$ cat src/rtl/menu_pkg.sv
// Shared command codes, FSM encoding and event priority for the menu input path.
package menu_pkg;

  localparam int unsigned CMD_W = 2;

  localparam logic [CMD_W-1:0] CMD_BACK = 2'b00;
  localparam logic [CMD_W-1:0] CMD_UP   = 2'b01;
  localparam logic [CMD_W-1:0] CMD_DOWN = 2'b10;
  localparam logic [CMD_W-1:0] CMD_SEL  = 2'b11;

  typedef enum logic {
    ST_IDLE = 1'b0,
    ST_PEND = 1'b1
  } state_t;

  // Priority select among same-cycle events: select > back > up > down
  function automatic logic [CMD_W-1:0] pick_cmd(input logic evt_c, input logic evt_l,
                                                 input logic evt_u);
    if (evt_c)      return CMD_SEL;
    else if (evt_l) return CMD_BACK;
    else if (evt_u) return CMD_UP;
    else            return CMD_DOWN;
  endfunction

endpackage

$ cat src/rtl/btn_conditioner.sv
// One raw button: 2-FF synchroniser, stable-time debounce, registered rising-edge pulse.
module btn_conditioner #(
  parameter int unsigned DEB_CYCLES = 1_000_000
) (
  input  logic clk,
  input  logic rst_n,
  input  logic raw,
  output logic level,
  output logic press
);

  localparam int unsigned CNT_W = (DEB_CYCLES > 1) ? $clog2(DEB_CYCLES) : 1;
  localparam logic [CNT_W-1:0] CNT_LAST = CNT_W'(DEB_CYCLES - 1);

  logic             sync1;
  logic             sync2;
  logic [CNT_W-1:0] cnt;

  // Bring the asynchronous button into the clock domain
  always_ff @(posedge clk or negedge rst_n) begin
    if (!rst_n) begin
      sync1 <= 1'b0;
      sync2 <= 1'b0;
    end else begin
      sync1 <= raw;
      sync2 <= sync1;
    end
  end

  // Accept a new level only after it has differed from the stable one long enough
  always_ff @(posedge clk or negedge rst_n) begin
    if (!rst_n) begin
      cnt   <= '0;
      level <= 1'b0;
      press <= 1'b0;
    end else begin
      press <= 1'b0;
      if (sync2 == level) begin
        cnt <= '0;
      end else if (cnt == CNT_LAST) begin
        cnt   <= '0;
        level <= sync2;
        press <= sync2;
      end else begin
        cnt <= cnt + CNT_W'(1);
      end
    end
  end

endmodule

$ cat src/rtl/menu_cmd_encoder.sv
// Button conditioning, auto-repeat and command handshake; owns the menu selection.
module menu_cmd_encoder
  import menu_pkg::*;
#(
  parameter int unsigned DEB_CYCLES    = 1_000_000,
  parameter int unsigned REPEAT_CYCLES = 50_000_000,
  parameter int unsigned N_ITEMS       = 4,
  parameter int unsigned SEL_W         = 2
) (
  input  logic               clk,
  input  logic               rst_n,
  input  logic               BTNU,
  input  logic               BTND,
  input  logic               BTNC,
  input  logic               BTNL,
  output logic               cmd_valid,
  output logic [CMD_W-1:0]   cmd_code,
  input  logic               cmd_ready,
  output logic [SEL_W-1:0]   sel,
  output logic [N_ITEMS-1:0] item_rst,
  output logic               evt_drop
);

  localparam int unsigned RPT_W = (REPEAT_CYCLES > 1) ? $clog2(REPEAT_CYCLES) : 1;
  localparam logic [RPT_W-1:0] RPT_LAST = RPT_W'(REPEAT_CYCLES - 1);
  localparam logic [SEL_W-1:0] SEL_LAST = SEL_W'(N_ITEMS - 1);

  // index 0 = up, 1 = down
  logic [1:0]       ud_level;
  logic [1:0]       ud_press;
  logic [1:0]       ud_rpt;
  logic [RPT_W-1:0] rpt_cnt [2];
  logic             press_c;
  logic             press_l;
  logic             unused_level_c;
  logic             unused_level_l;

  logic             evt_u;
  logic             evt_d;
  logic             any_evt;
  state_t           state;
  state_t           state_nxt;
  logic             drop_nxt;
  logic [CMD_W-1:0] code_nxt;
  logic [SEL_W-1:0] sel_nxt;

  btn_conditioner #(.DEB_CYCLES(DEB_CYCLES)) u_btn_u (
    .clk(clk), .rst_n(rst_n), .raw(BTNU), .level(ud_level[0]), .press(ud_press[0]));
  btn_conditioner #(.DEB_CYCLES(DEB_CYCLES)) u_btn_d (
    .clk(clk), .rst_n(rst_n), .raw(BTND), .level(ud_level[1]), .press(ud_press[1]));
  btn_conditioner #(.DEB_CYCLES(DEB_CYCLES)) u_btn_c (
    .clk(clk), .rst_n(rst_n), .raw(BTNC), .level(unused_level_c), .press(press_c));
  btn_conditioner #(.DEB_CYCLES(DEB_CYCLES)) u_btn_l (
    .clk(clk), .rst_n(rst_n), .raw(BTNL), .level(unused_level_l), .press(press_l));

  // Auto-repeat: pulse every REPEAT_CYCLES while up/down is held, counted from the press
  always_ff @(posedge clk or negedge rst_n) begin
    if (!rst_n) begin
      ud_rpt <= '0;
      for (int i = 0; i < 2; i++) rpt_cnt[i] <= '0;
    end else begin
      for (int i = 0; i < 2; i++) begin
        ud_rpt[i] <= 1'b0;
        if (!ud_level[i]) begin
          rpt_cnt[i] <= '0;
        end else if (rpt_cnt[i] == RPT_LAST) begin
          rpt_cnt[i] <= '0;
          ud_rpt[i]  <= 1'b1;
        end else begin
          rpt_cnt[i] <= rpt_cnt[i] + RPT_W'(1);
        end
      end
    end
  end

  assign evt_u   = ud_press[0] | ud_rpt[0];
  assign evt_d   = ud_press[1] | ud_rpt[1];
  assign any_evt = press_c | press_l | evt_u | evt_d;

  // FSM state register
  always_ff @(posedge clk or negedge rst_n) begin
    if (!rst_n) state <= ST_IDLE;
    else        state <= state_nxt;
  end

  // FSM next state: load on an event when idle, leave on handshake
  always_comb begin
    state_nxt = state;
    case (state)
      ST_IDLE: if (any_evt) state_nxt = ST_PEND;
      ST_PEND: if (cmd_valid && cmd_ready) state_nxt = ST_IDLE;
      default: state_nxt = ST_IDLE;
    endcase
  end

  // FSM outputs: next command code, next selection, drop indication
  always_comb begin
    drop_nxt = 1'b0;
    code_nxt = cmd_code;
    sel_nxt  = sel;
    if (any_evt) begin
      if (state == ST_IDLE) begin
        code_nxt = pick_cmd(press_c, press_l, evt_u);
        if (code_nxt == CMD_UP) begin
          sel_nxt = (sel == '0) ? SEL_LAST : sel - SEL_W'(1);
        end else if (code_nxt == CMD_DOWN) begin
          sel_nxt = (sel == SEL_LAST) ? '0 : sel + SEL_W'(1);
        end
      end else begin
        drop_nxt = 1'b1;
      end
    end
  end

  // Registered command, selection and one-cold item reset
  always_ff @(posedge clk or negedge rst_n) begin
    if (!rst_n) begin
      cmd_valid <= 1'b0;
      cmd_code  <= CMD_BACK;
      sel       <= '0;
      item_rst  <= ~N_ITEMS'(1);
      evt_drop  <= 1'b0;
    end else begin
      cmd_valid <= (state_nxt == ST_PEND);
      cmd_code  <= code_nxt;
      sel       <= sel_nxt;
      item_rst  <= ~(N_ITEMS'(1) << sel_nxt);
      evt_drop  <= drop_nxt;
    end
  end

endmodule
$ cat config.mk
export PLATFORM = sky130hd
export DESIGN_NAME = menu_cmd_encoder
export DESIGN_NICKNAME = d
export VERILOG_FILES = /design/src/rtl/menu_pkg.sv /design/src/rtl/btn_conditioner.sv /design/src/rtl/menu_cmd_encoder.sv
export SDC_FILE = /design/constraint.sdc
export NUM_CORES = 1
export LEC_CHECK = 0
export ABC_AREA = 0
export ABC_CLOCK_PERIOD_IN_PS = 2900
export BUFFER_PORTS_ARGS = -buffer_cell sky130_fd_sc_hd__clkbuf_2
export CORE_MARGIN = 2
export CORE_UTILIZATION = 25
export CTS_BUF_LIST = sky130_fd_sc_hd__clkbuf_8
export CTS_CLUSTER_DIAMETER = 100
export DETAILED_ROUTE_END_ITERATION = 6
export GPL_TIMING_DRIVEN = 1
export PLACE_DENSITY_LB_ADDON = 0.08
export SYNTH_ARGS = -nofsm -noshare
export SYNTH_HDL_FRONTEND = slang
export SYNTH_SLANG_ARGS = --single-unit
$ cat constraint.sdc
create_clock -name clk -period 2.9 [get_ports clk]
set_input_delay 0.145 -clock clk [delete_from_list [all_inputs] [get_ports clk]]
set_output_delay 0.145 -clock clk [all_outputs]
set_load 0.05 [all_outputs]
==> flow_results.org, run 1 <==
** Final layout
- Net count reported at finish :: about 840
- The filler cells instantiated in the layout total ~3200.
- Of the cells placed in the final design, the portion with a size suffix greater than 1 is 0.0908.
- Number of antenna cells inserted :: 0
- Compared with the post-synthesis result, the final layout area differs by 13.2%.
- The finished layout holds between 1000 and 1500 standard cells, fillers aside.
- Most common library cell in the layout ignoring fill and taps :: sky130_fd_sc_hd__dfrtp_1
- Leaving out fill and tap cells, the most frequent cells in the layout are sky130_fd_sc_hd__dfrtp_1 (157), sky130_fd_sc_hd__nor2_1 (98), sky130_fd_sc_hd__nand3_1 (49), sky130_fd_sc_hd__a21oi_1 (48).

** Global routing
- The number of global-route vias before repair came to roughly 5900.
- The total overflow left after global routing is 0.
- Pin count of the biggest net entering global routing :: 60
- Total global routing track utilization :: 0.116
- First-pass GRT wire length :: ~31000 µm
- The number of antenna violations at the first check in global routing is 0.

** Detailed routing
- Summing over every cut layer, the via total after detailed routing is about 6000.
- Detail Route Antenna Nets :: 0
- After detailed routing, the number of remaining DRC violations is 0.
- After detailed routing, the average wire length per cell comes to between 10 and 15 µm.
- Number of optimization iterations in the first detailed-route pass :: 4
- After detailed routing, the total wire length is roughly 18000 µm.
- Using the TritonRoute via totals, the vias-per-cell ratio works out to roughly 4.8.
- Violation count after the first detailed-routing iteration :: ~350

** Clocking
- CTS built an H-tree with a depth of 4.
- For this design, the sink count on the clock tree is 160.
- The number of clock buffers added by TritonCTS is 17.
- The later pin in the worst-skew pair is clocked with a latency of approximately 460 ps.
- Clock-pin slew reported for the worst setup and hold paths after clock tree synthesis :: approximately 90 ps
- TritonCTS built the clock tree.
- No sink is reached through more buffers than the 2 on the longest clock path.
- Gates resized during post-CTS repair numbered 0.
- The tree is rooted in a sky130_fd_sc_hd__clkbuf_8.

** Setup path
- Of all nets on the critical path, the largest fanout is 5.
- STA puts the critical path data arrival time at between 2000 and 3000 ps.
- The critical path is of the reg -> reg type.
- The worst setup path is captured at a flop.
- Critical Path, Cell by Cell :: ha_1 -> nand4_1 -> or4_1 -> or4_1 -> a21oi_1
- At the worst endpoint, the required time is around 3300 ps.
- Startpoint type of the worst setup path :: flop
- The most numerous cell type found on the critical path is sky130_fd_sc_hd__or4_1.
- The slowest stage of the critical path belongs to the cell sky130_fd_sc_hd__or4_1.
- Counting buffers and inverters, the worst setup path is 5 cells deep.
- Reg-to-reg startpoint :: rpt_cnt[26]$_DFF_PN0_
- Buffer and inverter count on the worst path :: 0
- Setup slack on the worst flop-to-flop path :: slightly below 600 ps
- Terminus of the critical flop-to-flop path :: rpt_cnt[48]$_DFF_PN0_
- Worst Setup EP :: rpt_cnt[48]$_DFF_PN0_
- Depth of the worst register-to-register path :: 5
- In this run the worst setup path begins at rpt_cnt[26]$_DFF_PN0_.
- Critical path's largest stage delay :: about 650 ps
- Top cell family by delay on the critical path :: simple AND/OR/NAND/NOR gates

** Timing
- Headroom to the max-slew limit came out at 0.579.
- At the pin with the least slew margin, the transition time is roughly 630 ps.
- Derived from the worst setup path, the maximum achievable clock frequency is ~430 MHz.
- Setup repair after global routing left no endpoint under its margin.
- In the finished design, the share of the clock period the worst path needs comes to 0.796.
- Total count of hold-check failures in the final report :: 0
- Setup violations remaining at the end of the flow were counted as 0.
- Post-route clock skew :: between 10 and 15 ps
- The final number of max-transition violations was 0.
- The worst path in the final design needs a cycle of around 2300 ps, including I/O delays and setup.
- Summed over all failing endpoints, the final setup total negative slack is 0 ps.

** Floorplan
- Die width :: ~180 µm
- From bottom edge to top edge, the die measures between 150 and 200 µm.
- For this design the top-level I/O count stands at 17.
- The initial utilization of the core area, before any placement, comes to 0.254.
- Die outline area :: around 33000 µm²
- After floorplanning, the core was divided into 64 placement rows.
- Core region area :: about 31000 µm²

** Logic synthesis
- After synthesis, the share of flip-flops with an asynchronous set or reset is 1.00.
- Counting every instance in the synthesized netlist gives slightly below 800.
- Number of enable-type register cells in the synthesized netlist :: 0
- Sequential share of the synthesized area :: 0.515
- Syn Std Cell Area :: approximately 7800 µm²
- Area share of the largest cell type after synthesis :: 0.505
- Among all flip-flop cells after synthesis, the most frequent one is sky130_fd_sc_hd__dfrtp_1.
- Net count after synthesis :: 811
- Biggest area consumer among synthesized cells :: sky130_fd_sc_hd__dfrtp_1
- A synthesized cell averages roughly 10 µm².
- The synthesized design contains 160 register bits.
- The Yosys step of the flow raised 0 warnings.
- Biggest area contributors in the synthesized netlist :: sky130_fd_sc_hd__dfrtp_1 (51%), sky130_fd_sc_hd__xnor2_1 (5.0%), sky130_fd_sc_hd__nor2_1 (4.7%), sky130_fd_sc_hd__xor2_1 (3.7%), sky130_fd_sc_hd__nand4_1 (3.4%)
- The netlist uses between 40 and 50 different library cells.

** Job
- Across the run, the number of max-cap violations was 0.

** Outcome
- The flow ran to the end, and the final reports show no timing, DRC or antenna violations.

** Place
- The congestion estimate from routability-driven global placement came to 0.722.
- Estimated wirelength of the detail-placed design :: 12400 µm
- Cell Count Post-Placement :: ~1200
- IO buf count :: 16

** Power and ir drop
- The analysis attributes to cell leakage a power of 0.00336 µW.
- Cell area power density :: about 450 nW/µm²
- The worst-case IR drop observed on VDD is around 0.24 mV.

** Hold path
- Hold Path Class :: in -> async
cells in the mapped netlist (all sizes together), types with 6 or more instances:
| cell type | count |
|---|---|
| nand4 | 43 |
| inv | 26 |
| or3 | 23 |
| xnor2 | 44 |
| or4 | 25 |
| dfrtp | 157 |
| nor4 | 25 |
| clkbuf | 18 |
| and4 | 9 |
| and3 | 19 |
| nand3 | 49 |
| nand2 | 44 |
| a21oi | 48 |
| and2 | 7 |
| nor2 | 98 |
| o31ai | 21 |
| nor3 | 22 |
| xor2 | 33 |
| o21ai | 28 |
| nand2b | 6 |
| ha | 8 |
state kept, by name, summed over array words and instances (netlist names), 4 cells and up:
signal       cells
item_rst         4
rpt_cnt         52
u_btn_c.cnt     20
u_btn_d.cnt     20
u_btn_l.cnt     20
u_btn_u.cnt     20
worst reg2reg max path: cells and delay by family, from the launching register on:
family | cells | cell delay, ps
flops | 1 | 400
fa+ha+maj | 1 | 250
simple gates | 3 | 1430
compound gates | 1 | 160
per-stage QoR:
step | utilization | worst slack (ps) | cell area, µm² | hold WS, ps | power [µW]
after floorplan | - | 716 | 7780 | -151 | 2360
after CTS | 0.288 | 614 | 8810 | 229 | 4080
after global placement | 0.274 | 667 | 8380 | 169 | 2440
after global routing | 0.288 | 523 | 8810 | 261 | 4200
after detailed placement | 0.274 | 624 | 8380 | 177 | 2440
final | 0.288 | 593 | 8810 | 236 | 3970
kinds of logic after synthesis:
family | share of synthesized area
AND/OR/NAND/NOR | 0.271
XOR/XNOR | 0.0867
AO/OA/AOI/OAI | 0.0825
buffers and inverters | 0.0243
flip-flops | 0.515
adder cells (fa/ha/maj) | 0.0129
multiplexers | 0.00692
metal layers:
layer / wire length, µm / up-vias / global-route usage
met2: 8430 / 60 / 0.187
met3: 447 / 11 / 0.0259
met5: 0 / - / 0
li1: - / 2936 / -
met1: 8650 / 2953 / 0.153
met4: 204 / 0 / 0.0377
timing repair:
item / 4_1_cts / 5_1_grt
hold endpoints to repair: 61 / 0
hold buffers: 6 / 0
buffers inserted: 0 / 0
where the power goes:
group | leakage [µW] | internal [µW] | switching, µW | total [µW]
sequential | 0.00220 | 2250 | 23.1 | 2270
clock | 0.000204 | 736 | 842 | 1580
combinational | 0.000957 | 36.2 | 87.1 | 123
cell type report:
type / instances / area [µm²] / area share
Multi-Input combinational cell: 587 / 3600 / 0.409
Sequential cell: 160 / 4010 / 0.455
Clock buffer: 20 / 275 / 0.0313
Tap cell: 396 / 495 / 0.0563
Inverter: 26 / 97.6 / 0.0111
Clock inverter: 12 / 93.8 / 0.0107
Timing Repair Buffer: 32 / 234 / 0.0266
worst min-delay path by stage:
stage / startpoint / endpoint / slack [ps]
global placement: rst_n / u_btn_d.cnt[14]$_DFF_PN0_ / 170
CTS: rst_n / u_btn_d.cnt[0]$_DFF_PN0_ / 230
floorplan: rst_n / cmd_code[0]$_DFFE_PN0P_ / -150
finish: rst_n / rpt_cnt[48]$_DFF_PN0_ / 240
detailed placement: rst_n / u_btn_d.cnt[18]$_DFF_PN0_ / 180
global route: rst_n / u_btn_d.cnt[1]$_DFF_PN0_ / 260
Power figures use the tool's default switching activity.
==> inputs of run 2 (changes only) <==
--- a/config.mk
+++ b/config.mk
@@ -6,7 +6,7 @@
 export NUM_CORES = 1
 export LEC_CHECK = 0
 export ABC_AREA = 0
-export ABC_CLOCK_PERIOD_IN_PS = 2900
+export ABC_CLOCK_PERIOD_IN_PS = 2000
 export BUFFER_PORTS_ARGS = -buffer_cell sky130_fd_sc_hd__clkbuf_2
 export CORE_MARGIN = 2
 export CORE_UTILIZATION = 25
==> constraint.sdc (replaced) <==
create_clock -name clk -period 2 [get_ports clk]
set_input_delay 0.1 -clock clk [delete_from_list [all_inputs] [get_ports clk]]
set_output_delay 0.1 -clock clk [all_outputs]
set_load 0.05 [all_outputs]
==> flow_results.org, run 2 (synthesis gave the netlist of run 1 again) <==
** Timing
- The maximum operating frequency is 524 MHz (was 433 MHz).
- The worst slew margin relative to its limit came to 0.659 (was 0.579).
- The final number of max-transition violations is 0 (unchanged).
- The count of final hold-check violations was 0 (unchanged).
- The slew of the pin with the lowest slew margin is 511 ps (was 626 ps).
- Fin crit share :: 0.954 (was 0.796)
- Setup repair after global routing missed its margin :: yes (was no)
- The maximum clock skew at final layout came to 13.9 ps (was 12.5 ps).
- The clock period minus final worst setup slack came to 1910 ps (was 2310 ps).
- Endpoints failing setup :: 0 (unchanged)
- The final critical-path setup slack came to 91.6 ps (was 593 ps).
- Setup TNS :: 0 ps (unchanged)

** Clocking
- The clock latency of the later-clocked register in the worst-skew pair is 460 ps (about the same).
- Total CTS buffers :: 17 (unchanged)
- The CTS tree is built (unchanged).
- Total number of H-tree levels :: 4 (unchanged)
- The clock slew seen by the registers of the worst setup and hold paths was 90 ps (about the same).
- Clock sink total :: 160 (unchanged)
- CTS Root Buffer Type :: sky130_fd_sc_hd__clkbuf_8 (unchanged)
- The deepest clock path buffer count was 2 (unchanged).

** Place
- Worst slack after detailed placement :: 11.6 ps (was 624 ps)
- The total half-perimeter wirelength after legalization and detailed placement was 13300 µm (was 12400 µm).
- Final GP Congestion :: 0.788 (was 0.722)
- The number of port buffers came to 16 (unchanged).

** Global routing
- Global route overflow :: 0 (unchanged)
- The pin count of the biggest net entering global routing came to 49 (was 60).
- The number of global-route vias before repair was 6116 (was 5933).
- First-pass GRT wire length :: 31900 µm (was 30600 µm)
- The number of antenna violations at the first check in global routing came to 0 (unchanged).
- Total global routing track utilization :: 0.119 (was 0.116)

** Final layout
- Number of flip-flops under the largest register name :: 52 (unchanged)
- Net count reported at finish :: 898 (was 839)
- Area growth, synth to finish :: 20.7% (was 13.2%)
- The number of filler instances in the final layout is 3206 (was 3242).
- The antenna diode count came to 0 (unchanged).
- The register ranked first by flip-flop count is rpt_cnt (unchanged).
- The leading cell type in the layout, fill and taps excluded is sky130_fd_sc_hd__dfrtp_1 (unchanged).
- Commonest cells after routing, fill and taps aside :: sky130_fd_sc_hd__dfrtp_1 (151), sky130_fd_sc_hd__nor2_1 (98), sky130_fd_sc_hd__buf_4 (62), sky130_fd_sc_hd__nand3_1 (49), sky130_fd_sc_hd__a21oi_1 (46) (was sky130_fd_sc_hd__dfrtp_1 (157), sky130_fd_sc_hd__nor2_1 (98), sky130_fd_sc_hd__nand3_1 (49), sky130_fd_sc_hd__a21oi_1 (48))
- The share of cells above drive strength 1 came to 0.171 (was 0.0908).

** Setup path
- The largest fanout of any net on the critical path is 6 (was 5).
- The required time of the critical path is 2380 ps (was 3290 ps).
- The beginning of the worst register-to-register path was rpt_cnt[2]$_DFF_PN0_ (was rpt_cnt[26]$_DFF_PN0_).
- The category of the worst setup path capture point is a flop (unchanged).
- The setup slack on the worst flop-to-flop path came to 90 ps (was 590 ps).
- The logic depth of the worst register-to-register path came to 4 (was 5).
- Startpoint type of the worst setup path :: flop (unchanged)
- Crit Path Category :: reg -> reg (unchanged)
- The endpoint arrival time on the critical path is 2290 ps (was 2690 ps).
- Terminus of the critical flop-to-flop path :: rpt_cnt[25]$_DFF_PN0_ (was rpt_cnt[48]$_DFF_PN0_)

** Floorplan
- Core region area :: 30600 µm² (unchanged)
- The initial core utilization came to 0.254 (unchanged).
- The die area is 32500 µm² (unchanged).
- The die width came to 180 µm (unchanged).
- The floorplan row count came to 64 (unchanged).
- The top-level I/O count came to 17 (unchanged).
- Die height :: 180 µm (unchanged)

** Hold path
- Hold Path Class :: in -> async (unchanged)

** Detailed routing
- The final wirelength came to 18600 µm (was 17700 µm).
- Average via count per standard cell :: 4.79 (was 4.83)
- Wire length per cell after detailed routing :: 14.4 µm (about the same)
- The number of DRC markers after the initial detailed-route iteration was 315 (was 346).
- The count of TritonRoute iterations in the first routing pass was 6 (was 4).
- Vias after detailed routing :: 6178 (was 5960)
- Detail Route Antenna Nets :: 0 (unchanged)
- Detailed-route DRC error count :: 0 (unchanged)

** Power and ir drop
- The ratio of total power to cell area came to 639 nW/µm² (was 451 nW/µm²).
- Worst IR Drop VDD :: 0.363 mV (was 0.243 mV)
- The static leakage was 0.00368 µW (was 0.00336 µW).

** Outcome
- Run status :: completed (unchanged)

** Job
- Total of max-cap violations :: 0 (unchanged)
-- run 2: cell type report --
type / count / area, µm² / share of cell area
clock buffers: 19 / 262 / 0.0279
flip-flops and latches: 160 / 4020 / 0.428
well taps: 396 / 495 / 0.0528
repair buffers: 91 / 717 / 0.0764
inverters: 26 / 97.6 / 0.0104
clock inverters: 11 / 143 / 0.0152
multi-input cells: 587 / 3660 / 0.390
-- run 2: metrics by stage --
stage	std cells	util	hold slack [ps]	total power [µW]	cell area (µm²)
after floorplan	796	-	-196	3430	7800
after global placement	1245	0.287	92.6	3550	8790
after detailed placement	1245	0.287	99.0	3560	8790
after CTS	1282	0.303	147	6140	9260
after global routing	1290	0.307	176	6300	9390
final	1290	0.307	158	6000	9390
-- run 2: report_power, final --
group	internal, µW	switching [µW]
clock network	1280	1220
registers	3260	27.2
logic	68.3	140
-- run 2: how the worst max path moves through the flow --
stage	cells after the start	to	from
after global routing	5	rpt_cnt[48]$_DFF_PN0_	rpt_cnt[27]$_DFF_PN0_
after global placement	5	rpt_cnt[22]$_DFF_PN0_	rpt_cnt[0]$_DFF_PN0_
after detailed placement	4	rpt_cnt[25]$_DFF_PN0_	rpt_cnt[7]$_DFF_PN0_
final	4	rpt_cnt[25]$_DFF_PN0_	rpt_cnt[2]$_DFF_PN0_
after CTS	4	u_btn_d.cnt[17]$_DFF_PN0_	u_btn_d.cnt[10]$_DFF_PN0_
after floorplan	5	rpt_cnt[48]$_DFF_PN0_	rpt_cnt[26]$_DFF_PN0_
-- run 2: metal layers --
metal  up-vias  GRT usage  share of wire
met3        14     0.0238          0.024
met2        67      0.191           0.47
li1       3051          -              -
met5         -          0              0
met4         0     0.0397          0.015
met1      3046      0.162           0.49
-- run 2: timing repair --
action | CTS | global route
hold buffers | 6 | 0
pin swaps | 1 | 6
setup buffers | 1 | 7
hold endpoints to repair | 48 | 0
setup endpoints to repair | 2 | 60
resized for setup | 1 | 23
gates cloned | 0 | 1
-- run 2: worst max-delay path: stages, from the launching register on --
cell and delay, ps:
sky130_fd_sc_hd__dfrtp_2 420, sky130_fd_sc_hd__nand3_1 180, sky130_fd_sc_hd__or4_4 590, sky130_fd_sc_hd__or4_1 490
sky130_fd_sc_hd__a21oi_1 160
==> inputs of run 3 (changes only) <==
--- a/config.mk
+++ b/config.mk
@@ -5,9 +5,9 @@
 export SDC_FILE = /design/constraint.sdc
 export NUM_CORES = 1
 export LEC_CHECK = 0
-export ABC_AREA = 0
+export ABC_AREA = 1
 export ABC_CLOCK_PERIOD_IN_PS = 2000
-export BUFFER_PORTS_ARGS = -buffer_cell sky130_fd_sc_hd__clkbuf_2
+export BUFFER_PORTS_ARGS = -buffer_cell sky130_fd_sc_hd__buf_2
 export CORE_MARGIN = 2
 export CORE_UTILIZATION = 25
 export CTS_BUF_LIST = sky130_fd_sc_hd__clkbuf_8
==> flow_results.org, run 3 <==
** Power and ir drop
- Sequential share of power :: 0.561 (was 0.548)
- The clock share of power came to 0.408 (was 0.417).
- The ratio of total power to cell area is 606 nW/µm² (was 639 nW/µm²).
- Power share of the combinational group :: 0.031 (was 0.035)
- The switching part of the total power was 0.243 (was 0.231).
- Static leakage power :: 0.00395 µW (was 0.00368 µW)
- The internal power came to 4430 µW (was 4610 µW).
- The switching power came to 1420 µW (was 1390 µW).
- Worst IR Drop VDD :: 0.388 mV (was 0.363 mV)

** Logic synthesis
- Biggest area contributors in the synthesized netlist: sky130_fd_sc_hd__dfrtp_1 (46%), sky130_fd_sc_hd__nor2_1 (13%), sky130_fd_sc_hd__nand2_1 (12%), sky130_fd_sc_hd__inv_1 (5.1%), sky130_fd_sc_hd__nand3_1 (4.3%) (was sky130_fd_sc_hd__dfrtp_1 (51%), sky130_fd_sc_hd__xnor2_1 (5.0%), sky130_fd_sc_hd__nor2_1 (4.7%), sky130_fd_sc_hd__xor2_1 (3.7%), sky130_fd_sc_hd__nand4_1 (3.4%)).
- The mean area per synthesized cell was 7.56 µm² (was 9.77 µm²).
- Sequential share of the synthesized area :: 0.472 (was 0.515)
- The top-area cell type share of the netlist area was 0.462 (was 0.505).
- The number of flops mapped to enable cells by yosys came to 0 (unchanged).
- The primary flip-flop cell chosen by synthesis mapping was sky130_fd_sc_hd__dfrtp_1 (unchanged).
- The fraction of registers with async set/reset is 1.00 (unchanged).
- Net count after synthesis :: 1140 (was 811)
- Ys Warns :: 0 (unchanged)
- The number of different library cells in the post-synthesis netlist is 31 (was 49).
- Biggest area consumer among synthesized cells :: sky130_fd_sc_hd__dfrtp_1 (unchanged)
- The count of mapped cells out of synthesis was 1125 (was 796).
- The most used standard cell by instance count after synthesis is sky130_fd_sc_hd__nor2_1 (was sky130_fd_sc_hd__dfrtp_1).
- Syn Std Cell Area :: 8500 µm² (was 7780 µm²)
- Synth top cells by count :: sky130_fd_sc_hd__nor2_1 (286), sky130_fd_sc_hd__nand2_1 (263), sky130_fd_sc_hd__dfrtp_1 (157) (was sky130_fd_sc_hd__dfrtp_1 (157), sky130_fd_sc_hd__nor2_1 (98), sky130_fd_sc_hd__nand3_1 (49))
- The count of state elements after synthesis was 160 (unchanged).

** Final layout
- The number of flip-flops in the largest register was 52 (unchanged).
- The number of filler instances in the final layout was 3692 (was 3206).
- Net count reported at finish :: 1186 (was 898)
- The register ranked first by flip-flop count is rpt_cnt (unchanged).
- The sequential cell area came to 4010 µm² (was 4020 µm²).
- Number of antenna cells inserted :: 0 (unchanged)
- Most common library cell in the layout ignoring fill and taps :: sky130_fd_sc_hd__nor2_1 (was sky130_fd_sc_hd__dfrtp_1)
- The area growth from synthesis to final layout came to 13.7% (was 20.7%).
- Area of combinational cells with multiple inputs :: 4020 µm² (was 3660 µm²)
- Commonest cells after routing, fill and taps aside: sky130_fd_sc_hd__nor2_1 (286), sky130_fd_sc_hd__nand2_1 (263), sky130_fd_sc_hd__dfrtp_1 (157), sky130_fd_sc_hd__inv_1 (120), sky130_fd_sc_hd__nand3_1 (73) (was sky130_fd_sc_hd__dfrtp_1 (151), sky130_fd_sc_hd__nor2_1 (98), sky130_fd_sc_hd__buf_4 (62), sky130_fd_sc_hd__nand3_1 (49), sky130_fd_sc_hd__a21oi_1 (46)).
- Share of final-layout standard cells stronger than drive strength 1 :: 0.0997 (was 0.171)

** Timing
- Setup repair after global routing missed its margin: no (was yes).
- The count of final hold-check violations was 0 (unchanged).
- Worst Tran Pin Value :: 499 ps (was 511 ps)
- The final critical-path setup slack was 255 ps (was 91.6 ps).
- The final number of max-transition violations was 0 (unchanged).
- Worst-case headroom to the max-slew limit :: 0.665 (was 0.659)
- Fin crit share :: 0.872 (was 0.954)
- Endpoints failing setup :: 0 (unchanged)
- The maximum operating frequency is 573 MHz (was 524 MHz).
- The total negative slack for setup checks came to 0 ps (unchanged).
- The clock period minus final worst setup slack was 1740 ps (was 1910 ps).
- The maximum clock skew at final layout came to 20.7 ps (was 13.9 ps).

** Detailed routing
- The number of vias per cell after detailed routing is 4.15 (was 4.79).
- The routed wire length per instance was 12.7 µm (was 14.4 µm).
- The number of nets with antenna violations after detailed routing is 0 (unchanged).
- Violation count after the first detailed-routing iteration :: 401 (was 315)
- The overall via count from detail_route came to 6777 (was 6178).
- The count of TritonRoute iterations in the first routing pass was 5 (was 6).
- Total detailed-routing wirelength :: 20700 µm (was 18600 µm)
- Detailed-route DRC error count :: 0 (unchanged)

** Outcome
- Run status :: completed (unchanged)

** Place
- Estimated wirelength of the detail-placed design :: 15500 µm (was 13300 µm)
- The number of port buffers was 16 (unchanged).
- Final GP Congestion :: 0.750 (was 0.788)
- The post-place setup slack came to 259 ps (was 11.6 ps).

** Setup path
- The setup slack on the worst flop-to-flop path is 260 ps (was 90 ps).
- Crit. End Element :: flop (unchanged)
- The worst setup path endpoint is u_btn_d.cnt[16]$_DFF_PN0_ (was rpt_cnt[25]$_DFF_PN0_).
- The beginning of the worst register-to-register path is u_btn_d.cnt[0]$_DFF_PN0_ (was rpt_cnt[2]$_DFF_PN0_).
- The required time of the critical path was 2360 ps (was 2380 ps).
- The classification of the worst setup path is reg -> reg (unchanged).
- Depth of the worst register-to-register path :: 8 (was 4)
- The critical register-to-register path endpoint is u_btn_d.cnt[16]$_DFF_PN0_ (was rpt_cnt[25]$_DFF_PN0_).
- The endpoint arrival time on the critical path is 2100 ps (was 2290 ps).
- Crit path max fanout :: 8 (was 6)
- Startpoint type of the worst setup path :: flop (unchanged)
- The beginning of the critical path is u_btn_d.cnt[0]$_DFF_PN0_ (was rpt_cnt[2]$_DFF_PN0_).

** Clocking
- Clock sink total :: 160 (unchanged)
- Post-CTS Setup Repair Bufs :: 0 (was 1)
- The cell at the root of the clock tree is sky130_fd_sc_hd__clkbuf_8 (unchanged).
- Total CTS buffers :: 17 (unchanged)
- The CTS tree was built (unchanged).
- The post-cts gate resize count was 0 (was 1).
- Max clock buf depth :: 2 (unchanged)
- The number of H-tree branching levels came to 4 (unchanged).
- Clock latency reported for the late side of the worst-skew pair :: 480 ps (was 460 ps)
- Clock-pin slew reported for the worst setup and hold paths after clock tree synthesis :: 90 ps (about the same)

** Global routing
- The pin count of the biggest net entering global routing came to 44 (was 49).
- Global route overflow :: 0 (unchanged)
- Total global routing track utilization :: 0.128 (was 0.119)
- The wire length of the first global-routing pass came to 36200 µm (was 31900 µm).
- The number of antenna violations at the first check in global routing is 0 (unchanged).
- Number of global-route vias before repair :: 6921 (was 6116)

** Floorplan
- Die width :: 188 µm (was 180 µm)
- The top-level I/O count was 17 (unchanged).
- The die extent in y was 188 µm (was 180 µm).
- Core region area :: 33500 µm² (was 30600 µm²)
- The floorplan row count was 67 (was 64).
- Initial cell density of the core :: 0.253 (was 0.254)
- Die outline area :: 35500 µm² (was 32500 µm²)

** Hold path
- The kind of path behind the tightest hold check is in -> async (unchanged).

** Job
- Total of max-cap violations :: 0 (unchanged)
[run 3: cells by family after synthesis]
kind of cell,synth area share
xor+xnor,0.0670
flops,0.472
simple gates,0.370
buf+inv,0.0555
fa+ha+maj,0.0118
compound gates,0.0240
[run 3: worst max-delay path, stage by stage, from the launching register on]
cell and delay (ps):
sky130_fd_sc_hd__dfrtp_1 420, sky130_fd_sc_hd__ha_1 240, sky130_fd_sc_hd__inv_1 90, sky130_fd_sc_hd__nor3_2 230
sky130_fd_sc_hd__nand3_1 220, sky130_fd_sc_hd__nand2_2 240, sky130_fd_sc_hd__inv_2 90, sky130_fd_sc_hd__nand2_1 70
sky130_fd_sc_hd__nor2_1 40
[run 3: worst min path at each step]
stage,endpoint,depth (start not counted)
after floorplan,cmd_code[0]$_DFFE_PN0P_,0
after global placement,rpt_cnt[20]$_DFF_PN0_,1
after detailed placement,rpt_cnt[15]$_DFF_PN0_,1
after CTS,rpt_cnt[18]$_DFF_PN0_,2
after global routing,rpt_cnt[18]$_DFF_PN0_,2
final,rpt_cnt[18]$_DFF_PN0_,2
[run 3: per-stage QoR]
stage                     cell area (µm²)   util  power, µW  hold slack [ps]  cells
final                                9660  0.288       5850              129   1632
after global placement               9220  0.275       3540             77.4   1594
after detailed placement             9220  0.275       3530             80.7   1594
after floorplan                      8500      -       3410             -196   1125
after CTS                            9660  0.288       6000              112   1632
after global routing                 9660  0.288       6160              144   1632
[run 3: power groups by stage]
stage	clock network (µW)	registers, µW	logic [µW]
final	2390	3280	184
after global routing	2650	3290	222
after CTS	2520	3280	199
after detailed placement	0	3350	187
after global placement	0	3350	190
after floorplan	0	3340	68.6
[run 3: metal layers]
metal | global-route usage | share of wire | up-vias | wire length, µm
met5 | 0 | 0 | - | 0
met4 | 0.0406 | 0.014 | 0 | 291
met3 | 0.0224 | 0.021 | 15 | 439
met2 | 0.198 | 0.43 | 62 | 8950
met1 | 0.182 | 0.53 | 3110 | 11000
li1 | - | - | 3590 | -
[run 3: layout make-up]
class / instances / share of cell area
Clock inverter: 14 / 0.0136
Sequential cell: 160 / 0.415
Timing Repair Buffer: 30 / 0.0242
Inverter: 122 / 0.0475
Tap cell: 448 / 0.0580
Clock buffer: 18 / 0.0256
Multi-Input combinational cell: 840 / 0.416
[run 3: repair_timing]
action,4_1_cts,5_1_grt
hold buffers,6,0
endpoints found under the hold margin,120,0
setup endpoints to repair,0,0
